### src/rtl/fp_sqrt_sequencer.sv
// fp_sqrt_sequencer: start/done sequencer driving the register file and ALU through Newton square-root iterations.
// Optional macro FP_SEQ_ALU_WAIT_EN: ALU-issuing states hold until alu_done, with WE following alu_done.
module fp_sqrt_sequencer #(
  parameter int ADDR_W   = 3,
  parameter int ITER_W   = 4,
  parameter int MAX_ITER = 10,
  parameter int A_ZERO   = 0,
  parameter int A_N      = 1,
  parameter int A_X      = 2,
  parameter int A_ROOT   = 3,
  parameter int A_TEMP   = 4,
  parameter int A_TWO    = 5,
  parameter int A_EPS    = 6,
  parameter int A_OUT    = 7
) (
  input  logic              clk,
  input  logic              rst,
  input  logic              start,
  input  logic              n_zero,
  input  logic              n_neg,
  input  logic              temp_neg,
  input  logic              alu_done,
  output logic              IE,
  output logic              WE,
  output logic              OE,
  output logic [ADDR_W-1:0] ADDR_WR,
  output logic [ADDR_W-1:0] ADDR_RDA,
  output logic [ADDR_W-1:0] ADDR_RDB,
  output logic [1:0]        ALU_Op,
  output logic              busy,
  output logic              done,
  output logic              err,
  output logic              timeout,
  output logic [ITER_W-1:0] iter_cnt
);

  // state  | meaning
  // IDLE   | waiting for start
  // LOAD_N | latch external n into the register file
  // CHECK  | classify n: negative, zero or normal
  // ZERO   | root = n (sqrt of +-0)
  // INIT_X | x = n, iteration count cleared
  // DIV    | root = n / x
  // ADD    | root = root + x
  // HALF   | root = root / 2
  // SUB    | temp = root - x
  // ABS    | temp = |temp|
  // CMP    | temp = temp - eps
  // TEST   | converged if temp negative, else count and iterate
  // UPD_X  | x = root
  // DONE   | result presented; wait for start to drop
  typedef enum logic [3:0] {
    IDLE, LOAD_N, CHECK, ZERO, INIT_X, DIV, ADD, HALF, SUB, ABS, CMP, TEST, UPD_X, DONE
  } state_t;

  localparam logic [ADDR_W-1:0] AZ = ADDR_W'(A_ZERO);
  localparam logic [ADDR_W-1:0] AN = ADDR_W'(A_N);
  localparam logic [ADDR_W-1:0] AX = ADDR_W'(A_X);
  localparam logic [ADDR_W-1:0] AR = ADDR_W'(A_ROOT);
  localparam logic [ADDR_W-1:0] AT = ADDR_W'(A_TEMP);
  localparam logic [ADDR_W-1:0] A2 = ADDR_W'(A_TWO);
  localparam logic [ADDR_W-1:0] AE = ADDR_W'(A_EPS);
  localparam logic [ADDR_W-1:0] AO = ADDR_W'(A_OUT);

  localparam logic [ITER_W-1:0] ITER_LAST = ITER_W'(MAX_ITER - 1);
  localparam logic [ITER_W-1:0] ITER_SAT  = ITER_W'(MAX_ITER);

  localparam logic [1:0] OP_ADD = 2'b00;
  localparam logic [1:0] OP_SUB = 2'b01;
  localparam logic [1:0] OP_DIV = 2'b10;
  localparam logic [1:0] OP_ABS = 2'b11;

  state_t state;
  logic   alu_go;

`ifdef FP_SEQ_ALU_WAIT_EN
  assign alu_go = alu_done;
`else
  logic unused_alu_done;
  assign unused_alu_done = alu_done;
  assign alu_go          = 1'b1;
`endif

  always_ff @(posedge clk) begin
    if (rst) begin
      state    <= IDLE;
      iter_cnt <= '0;
      err      <= 1'b0;
      timeout  <= 1'b0;
    end else begin
      case (state)
        IDLE: if (start) begin
          err     <= 1'b0;
          timeout <= 1'b0;
          state   <= LOAD_N;
        end
        LOAD_N: state <= CHECK;
        CHECK: begin
          if (n_neg) begin
            err   <= 1'b1;
            state <= DONE;
          end else if (n_zero) begin
            state <= ZERO;
          end else begin
            state <= INIT_X;
          end
        end
        ZERO:   if (alu_go) state <= DONE;
        INIT_X: begin
          iter_cnt <= '0;
          if (alu_go) state <= DIV;
        end
        DIV:    if (alu_go) state <= ADD;
        ADD:    if (alu_go) state <= HALF;
        HALF:   if (alu_go) state <= SUB;
        SUB:    if (alu_go) state <= ABS;
        ABS:    if (alu_go) state <= CMP;
        CMP:    if (alu_go) state <= TEST;
        TEST: begin
          if (temp_neg) begin
            state <= DONE;
          end else begin
            if (iter_cnt != ITER_SAT) iter_cnt <= iter_cnt + 1'b1;
            if (iter_cnt >= ITER_LAST) begin
              timeout <= 1'b1;
              state   <= DONE;
            end else begin
              state <= UPD_X;
            end
          end
        end
        UPD_X:  if (alu_go) state <= DIV;
        DONE:   if (!start) state <= IDLE;
        default: state <= IDLE;
      endcase
    end
  end

  // Moore decode; ALU-issuing states write only when the ALU result is valid.
  always_comb begin
    IE       = 1'b0;
    WE       = 1'b0;
    OE       = 1'b0;
    ADDR_WR  = '0;
    ADDR_RDA = '0;
    ADDR_RDB = '0;
    ALU_Op   = OP_ADD;
    busy     = 1'b0;
    done     = 1'b0;
    case (state)
      LOAD_N: begin
        busy = 1'b1; IE = 1'b1; WE = 1'b1; ADDR_WR = AN;
      end
      CHECK: begin
        busy = 1'b1; ADDR_RDA = AN;
      end
      ZERO: begin
        busy = 1'b1; WE = alu_go; ADDR_WR = AR; ADDR_RDA = AN; ADDR_RDB = AZ; ALU_Op = OP_ADD;
      end
      INIT_X: begin
        busy = 1'b1; WE = alu_go; ADDR_WR = AX; ADDR_RDA = AN; ADDR_RDB = AZ; ALU_Op = OP_ADD;
      end
      DIV: begin
        busy = 1'b1; WE = alu_go; ADDR_WR = AR; ADDR_RDA = AN; ADDR_RDB = AX; ALU_Op = OP_DIV;
      end
      ADD: begin
        busy = 1'b1; WE = alu_go; ADDR_WR = AR; ADDR_RDA = AR; ADDR_RDB = AX; ALU_Op = OP_ADD;
      end
      HALF: begin
        busy = 1'b1; WE = alu_go; ADDR_WR = AR; ADDR_RDA = AR; ADDR_RDB = A2; ALU_Op = OP_DIV;
      end
      SUB: begin
        busy = 1'b1; WE = alu_go; ADDR_WR = AT; ADDR_RDA = AR; ADDR_RDB = AX; ALU_Op = OP_SUB;
      end
      ABS: begin
        busy = 1'b1; WE = alu_go; ADDR_WR = AT; ADDR_RDA = AT; ADDR_RDB = AZ; ALU_Op = OP_ABS;
      end
      CMP: begin
        busy = 1'b1; WE = alu_go; ADDR_WR = AT; ADDR_RDA = AT; ADDR_RDB = AE; ALU_Op = OP_SUB;
      end
      TEST: begin
        busy = 1'b1; ADDR_RDA = AT;
      end
      UPD_X: begin
        busy = 1'b1; WE = alu_go; ADDR_WR = AX; ADDR_RDA = AR; ADDR_RDB = AZ; ALU_Op = OP_ADD;
      end
      DONE: begin
        done = 1'b1; OE = 1'b1; ADDR_RDA = AR; ADDR_WR = AO;
      end
      default: ;
    endcase
  end

endmodule
### config.mk
export PLATFORM = sky130hd
export DESIGN_NAME = fp_sqrt_sequencer
export DESIGN_NICKNAME = d
export VERILOG_FILES = /design/src/rtl/fp_sqrt_sequencer.sv
export SDC_FILE = /design/constraint.sdc
export NUM_CORES = 1
export LEC_CHECK = 0
export ABC_CLOCK_PERIOD_IN_PS = 1600
export BUFFER_PORTS_ARGS = -buffer_cell sky130_fd_sc_hd__buf_4
export CAP_MARGIN = 10
export CORE_MARGIN = 2
export CORE_UTILIZATION = 30
export CTS_BUF_LIST = sky130_fd_sc_hd__clkbuf_8
export CTS_CLUSTER_DIAMETER = 30
export DETAILED_ROUTE_END_ITERATION = 8
export PLACE_DENSITY = 0.61
export SYNTH_ARGS = -nofsm -noshare
export SYNTH_HDL_FRONTEND = slang
export SYNTH_SLANG_ARGS = --single-unit
### constraint.sdc
create_clock -name clk -period 1.6 [get_ports clk]
set_input_delay 0 -clock clk [delete_from_list [all_inputs] [get_ports clk]]
set_output_delay 0 -clock clk [all_outputs]
set_load 0.01 [all_outputs]
### Word level (Yosys, flattened, before mapping)

Cells that the tools add are included.

| storage, ports and cells | value |
|---|---|
| bits in registers | 10 |
| logic and storage cells | 69 |
| output and inout port bits | 22 |
| RAM bits | 0 |
| input bits | 7 |
| bits in latches | 0 |
| ROM bits | 0 |
| memories kept | 0 |

| operators by class | value |
|---|---|
| shift operators | 0 |
| multiply operators | 0 |
| reductions and logical operators | 19 |
| muxes and demuxes | 24 |
| magnitude comparators | 1 |
| add/subtract/negate cells | 1 |
| div/mod/pow operators | 0 |
| bitwise gates (word level) | 0 |
| equal/unequal tests | 20 |

Operators by type and width:

| operator | number |
|---|---|
| case mux 4 bit (13 select lines) | 1 |
| equality test 4 bit, second input constant | 6 |
| 2-to-1 mux 4 bit | 5 |
| case mux 3 bit (3 select lines) | 2 |
| equality test 4 x 3 -> 1 bit, second input constant | 4 |
| case mux 3 bit (5 select lines) | 1 |
| inequality test 2 bit, second input constant | 6 |
| OR reduction 12 bit | 1 |
| 2-to-1 mux 1 bit | 10 |
| OR reduction 10 bit | 1 |
| OR reduction 3 bit | 3 |
| equality test 4 x 2 -> 1 bit, second input constant | 2 |
| case mux 4 bit (2 select lines) | 1 |
| OR reduction 4 bit | 2 |
| case mux 2 bit (3 select lines) | 1 |
| AND reduction 3 bit | 2 |
| nonzero test 2 bit | 3 |
| OR reduction 2 bit | 3 |
| OR reduction 5 bit | 1 |
| adder 4 x 1 -> 4 bit, second input constant | 1 |
| equality test 4 x 1 -> 1 bit, second input constant | 1 |
| greater-or-equal comparator 4 bit, second input constant | 1 |
| zero test 4 bit | 1 |
| inequality test 4 bit, second input constant | 1 |
| 4 further kinds | 5 |

### Longest topological paths before layout

Gate-level depths: netlist (run 1).

| logic depth | value |
|---|---|
| word-level depth | 4 |
| depth in mapped cells | 6 |
| mapped depth without buffers | 6 |

### Least setup slack after synthesis (run 1)

Ideal clock, no wire load.

| path | value |
|---|---|
| path type | register to register |
| start | register iter_cnt[0] |
| end | register iter_cnt[2] |
| required time | 1485 ps |
| cell stages (with the launch flop) | 7 |
| buffers on the path | 0 |
| data arrival time | 1323 ps |
| path slack | 161 ps |
| clock period less this slack | 1439 ps |
| cells stage by stage | dfxtp_1 > inv_1 > ha_1 > and3b_1 > nor4b_2 > xnor2_1 > nor2_2 |

| between the ends | value |
|---|---|
| cells in the longest elaborated chain, start to end | 4 |

Ends and longest elaborated chain:

| what | line | source |
|---|---|---|
| from (decl) | 34 | `output logic [ITER_W-1:0] iter_cnt` |
| from (signal assigned) | 123 | `if (iter_cnt != ITER_SAT) iter_cnt <= iter_cnt + 1'b1;` |
| adder 4 x 1 -> 4 bit | 123 |  |
| 2-to-1 mux 4 bit | 123 |  |
| 2-to-1 mux 4 bit | 120 | `if (temp_neg) begin` |
| case mux 4 bit (2 select lines) | 91 | `case (state)` |

Several ways; a longest one is shown, not always the timed one. The select of a mux whose other input is x is not followed.
A chain may end at the register's enable or synchronous reset.

### Worst setup path in the final report (run 1)

| path | value |
|---|---|
| start | register state[1] |
| end | output ADDR_RDB[1] |

| between the ends | value |
|---|---|
| cells in the longest elaborated chain, start to end | 3 |

Ends and longest elaborated chain:

| what | line | source |
|---|---|---|
| from (decl) | 73 | `state_t state;` |
| from (signal assigned) | 86 | `state <= IDLE;` |
| from (signal assigned) | 95 | `state <= LOAD_N;` |
| from (signal assigned) | 97 | `LOAD_N: state <= CHECK;` |
| equality test 4 bit / equality test 4 x 3 -> 1 bit (equally long branches) | 150 | `case (state)` |
| OR reduction 3 bit (no source line) | -- |  |
| case mux 3 bit (3 select lines) * | 150 |  |
| to (decl) | 28 | `output logic [ADDR_W-1:0] ADDR_RDB,` |

Every way passes the cells marked *; elsewhere a longest branch is shown, timed or not.

==> results of run 1 <==
cell usage after synthesis (3+ instances only):
library cell	number
nor3_1	5
o21ai_1	5
buf_6	3
a211oi_1	3
nor2_1	20
nand2_1	6
inv_1	5
ha_1	4
xnor2_1	4
buf_4	3
nor2b_1	4
nor4_1	3
a21oi_1	11
o21ai_0	3
dfxtp_1	10
buf_2	4
nand2b_1	3
timing repair:
| item | CTS | global route |
|---|---|---|
| endpoints found under the hold margin | 4 | 0 |
| resized for setup | 1 | 1 |
| hold buffers | 3 | 0 |
| endpoints found under the setup margin | 2 | 1 |
metal layers:
layer / GRT usage (%) / vias up
met1: 19.0 / 427
met5: 0 / -
met3: 2.62 / 0
li1: - / 484
met4: 2.92 / 0
met2: 19.4 / 16
state kept, by name, indices dropped and copies added, names as in the netlist:
signal and count:
iter_cnt 4, state 4, err 1, timeout 1
cell families after synthesis:
family	count (synthesis)	share of synthesized area, %
multiplexers	2	2.21
AO/OA/AOI/OAI	32	23.0
adder cells (fa/ha/maj)	4	5.52
buffers and inverters	17	11.3
AND/OR/NAND/NOR	52	32.0
flip-flops	10	22.1
XOR/XNOR	4	3.86
critical path, stage by stage, from the launching register on:
cell and delay, ps:
dfxtp_1 490, buf_4 240, xnor2_1 120, nor3_1 50, or2_1 200, buf_4 140
through the flow:
stage	utilization [%]	cell area, um^2
after CTS	43.4	1220
after global placement	40.4	1130
after floorplan	-	907
after detailed placement	40.4	1130
final	43.5	1220
after global routing	43.5	1220
path summary, 6_finish.rpt:
kind / start / to / slack (ps)
worst min-delay path: n_neg / state[2] / 120
worst min register to register: err / err / 540
worst max-delay path: state[1] / ADDR_RDB[1] / 120
worst max register to register: state[2] / state[0] / 240
layout make-up:
type                    instances  area share [%]
flip-flops and latches         10            16.6
well taps                      31            3.18
inverters                       7            2.15
clock buffers                   4            4.51
repair buffers                 38            24.0
multi-input cells              94            49.5
power breakdown:
group | switching [mW] | leakage [nW] | total, mW | internal (mW)
combinational | 0.623 | 0.418 | 1.17 | 0.547
sequential | 0.0957 | 0.0822 | 0.394 | 0.298
clock | 0.101 | 0.0288 | 0.317 | 0.216
total | 0.819 | 0.529 | 1.88 | 1.06
==> flow_metrics.tcl, run 1 <==
set metrics [dict create \
    seq_area_um2 203 \
    fmax_mhz 677 \
    p_total_mw 1.88 \
    die_x_um 59.0 \
    grt-ovfl-total 0 \
    required_ps 1600 \
    multiInputGateArea_um2 604 \
    maxSlewViolCount 0 \
    grt_pass1_wl_um 3530 \
    met3WireLength_um 76 \
    period_share_pct 92.3 \
    htreeDepth 1 \
    setup_viol 0 \
    layout_setup_ws_ps 124 \
    fillers 288 \
    async_reset_ff_share_pct 0 \
    drv_cap 0 \
    die_y_um 59.0 \
    highest_layer "met3" \
    ctsRootBufferMaster "clkbuf_8" \
    cts_tree "yes" \
    wl_met1_um 1040 \
    synthesis.nets 132 \
    insertion_delay_ps 230 \
    power_density_nw_per_um2 1540 \
    p_leak_nw 0.529 \
    drt_iter0_drc 30 \
    r2r_cells 4 \
    syn_to_final_growth_pct 34.5 \
    synth-edff-count 0 \
    diodes 0 \
    ys_types 36 \
    core_area_um2 2810 \
    wire_per_inst_um 11.7 \
    yosysTopAreaCell "dfxtp_1" \
    start_kind "flip-flop" \
    final_common_cell "buf_4" \
    layout_common_cells "35 x buf_4, 20 x nor2_1, 11 x a21oi_1, 8 x dfxtp_1, 6 x nand2_1" \
    status "complete, no violations" \
    synthCells 121 \
    grt_usage_pct 12.9 \
    nNetsFinal 165 \
    synth_warnings 0 \
    clkSinkCount 10 \
    dp_hpwl_um 1650 \
    cts_buffer_depth 2 \
    drive_gt1_share_pct 33.3 \
    rows 19 \
    slew-limit-headroom_pct 71.6 \
    vias 927 \
    top_level_ports 29 \
    first_pass_iters 4 \
    ir_drop_uv 914 \
    endpoint_kind "output port" \
    cts-buffers-inserted 3 \
    synth_top_cell_area_share_pct 22.1 \
    worstMarginPinSlew_ps 422 \
    grt_pass1_vias 807 \
    ys_ff_latch 10 \
    clock_skew_ps 1.55 \
    path_max_fanout 12 \
    start_util_pct 32.3 \
    netlist_area_um2 907 \
    tns_ps 0 \
    cts_setup_buffers 0 \
    synthTopCellsByArea "dfxtp_1 22%, nor2_1 8.3%, a21oi_1 6.1%, ha_1 5.5%, xnor2_1 3.9%" \
    viasPerCell 5.04 \
    final_cell_count_no_fill 184 \
    die_area_um2 3480 \
    grt_setup_unrepaired "false" \
    grt_max_degree 17 \
    finalWeightedCongestion 0.825 \
    hold_slack_ps 118 \
    path_clk_slew_ps 50 \
    cp.arrival_ps 1480 \
    ys.flop_type "dfxtp_1" \
    drt-total-wl_um 2160 \
    hold_path_class "in -> reg" \
    ant_nets 0 \
    pre_cts_ws_ps 132 \
    hold_depth 3 \
    worstSetupPathType "reg -> out" \
    period_minus_slack_ps 1480 \
    ys_seq_area_share_pct 22.1 \
    antenna_found_initial 0 \
    hold_viol_final 0 \
    drc 0 \
    syn_area_per_cell_um2 7.50 \
    port_buffers 27 \
    met2WireLength_um 1040 \
    placed_cells 177 \
]
Note: power is estimated with default switching activity, not from simulation.
==> run 2: changes to the inputs <==
--- a/config.mk
+++ b/config.mk
@@ -13,7 +13,6 @@
 export CTS_BUF_LIST = sky130_fd_sc_hd__clkbuf_8
 export CTS_CLUSTER_DIAMETER = 30
 export DETAILED_ROUTE_END_ITERATION = 8
-export PLACE_DENSITY = 0.61
 export SYNTH_ARGS = -nofsm -noshare
 export SYNTH_HDL_FRONTEND = slang
 export SYNTH_SLANG_ARGS = --single-unit
==> flow_metrics.tcl, run 2 (same netlist as run 1, synthesis figures left out) <==
set metrics [dict create \
    hold_end "state[2]" \
    viasPerCell 5.10 \
    port_buffers 27 \
    p_seq_share_pct 21.5 \
    die_area_um2 3480 \
    first_pass_iters 6 \
    layout_common_cells "36 x buf_4, 20 x nor2_1, 11 x a21oi_1, 8 x dfxtp_1, 6 x nand2_1" \
    ant_nets 0 \
    path_max_fanout 9 \
    pre_cts_ws_ps 170 \
    syn_to_final_growth_pct 35.3 \
    nNetsFinal 166 \
    grt_setup_unrepaired "false" \
    hold_path_class "in -> reg" \
    r2r_setup_slack_ps 230 \
    start_util_pct 32.3 \
    worstSetupPathType "reg -> out" \
    dp_hpwl_um 1670 \
    antenna_found_initial 0 \
    period_minus_slack_ps 1510 \
    ctsRootBufferMaster "clkbuf_8" \
    layout_setup_ws_ps 89.5 \
    rows 19 \
    tns_ps 0 \
    insertion_delay_ps 240 \
    switching_share_pct 43.9 \
    grt_pass1_vias 843 \
    fillers 296 \
    required_ps 1600 \
    p_sw_mw 0.843 \
    cp.arrival_ps 1510 \
    drv_cap 0 \
    cts_buffer_depth 2 \
    drc 2 \
    wire_per_inst_um 12.4 \
    intPower_mw 1.08 \
    cts-buffers-inserted 3 \
    failed_checks "DRC" \
    clock_skew_ps 4.52 \
    drt_iter0_drc 68 \
    cts_tree "yes" \
    path_clk_slew_ps 50 \
    power_density_nw_per_um2 1570 \
    ir_drop_uv 538 \
    maxSlewViolCount 0 \
    die_y_um 59.0 \
    start_kind "flip-flop" \
    setup_viol 0 \
    status "finished with violations" \
    top_level_ports 29 \
    hold_depth 3 \
    r2r_cells 4 \
    core_area_um2 2810 \
    reg.largest.list "iter_cnt: 4 flops, state: 4 flops" \
    pwr-share-comb_pct 61.4 \
    worstMarginPinSlew_ps 483 \
    vias 943 \
    p_clk_share_pct 17.1 \
    drive_gt1_share_pct 33.8 \
    finalWeightedCongestion 0.762 \
    r2r_end "timeout" \
    grt_max_degree 17 \
    drt-total-wl_um 2290 \
    die_x_um 59.0 \
    diodes 0 \
    clkSinkCount 10 \
    holdCritStartpoint "n_neg" \
    slew-limit-headroom_pct 67.5 \
    hold_viol_final 0 \
    grt-ovfl-total 0 \
    fmax_mhz 662 \
    p_leak_nw 0.534 \
    final_common_cell "buf_4" \
    post-route-util_pct 43.8 \
    grt_usage_pct 14.2 \
    htreeDepth 1 \
    grt_pass1_wl_um 3820 \
    endpoint_kind "output port" \
    r2r-start "state[0]" \
    period_share_pct 94.4 \
]
-- run 2: cell types whose count changed in the layout (fill, tap and decap cells not counted) --
cell,delta
buf_4,+1
-- run 2: layer usage --
metal  up-vias  wire length, um  global-route usage (%)
li1        487                -                       -
met1       426             1100                    19.4
met2        26             1030                    21.9
met3         4              135                    2.62
met4         0               30                    5.84
met5         -                0                       0
-- run 2: area by class of cell --
| type | instances | area [um^2] | share of cell area (%) |
|---|---|---|---|
| Timing Repair Buffer | 39 | 300 | 24.5 |
| Inverter | 7 | 26.3 | 2.14 |
| Clock buffer | 4 | 55.1 | 4.49 |
| Tap cell | 31 | 38.8 | 3.16 |
| Multi-Input combinational cell | 94 | 604 | 49.2 |
| Sequential cell | 10 | 203 | 16.5 |
-- run 2: critical path: stages (launching register included) --
cell	delay, ps
dfxtp_1	520
buf_4	240
xnor2_1	120
nor3_1	50
or2_1	200
buf_4	140
-- run 2: power groups by stage --
| stage | clock network (mW) | registers, mW | logic (mW) |
|---|---|---|---|
| floorplan | 0 | 0.348 | 0.858 |
| global placement | 0 | 0.415 | 1.15 |
| detailed placement | 0 | 0.411 | 1.18 |
| CTS | 0.330 | 0.406 | 1.19 |
| global route | 0.339 | 0.428 | 1.30 |
| finish | 0.328 | 0.414 | 1.18 |
-- run 2: how the worst max path moves through the flow --
stage	cells after the start	from	to
floorplan	6	iter_cnt[0]	iter_cnt[2]
global placement	4	state[2]	state[0]
detailed placement	4	state[2]	state[0]
CTS	4	state[2]	ADDR_RDB[1]
global route	4	state[0]	OE
finish	5	state[0]	ADDR_RDB[1]
-- run 2: per-stage QoR --
stage / total power, mW / hold slack (ps) / std cells / cell area [um^2]
CTS: 1.92 / 102 / 185 / 1220
global route: 2.07 / 118 / 185 / 1230
detailed placement: 1.59 / 236 / 178 / 1140
floorplan: 1.21 / 72.1 / 121 / 907
finish: 1.92 / 89.7 / 185 / 1230
global placement: 1.57 / 230 / 178 / 1140
-- run 2: timing repair --
item | CTS | global route
setup endpoints to repair | 0 | 12
hold buffers | 3 | 0
buffers inserted | 0 | 0
gates resized for setup | 0 | 2
endpoints found under the hold margin | 5 | 0
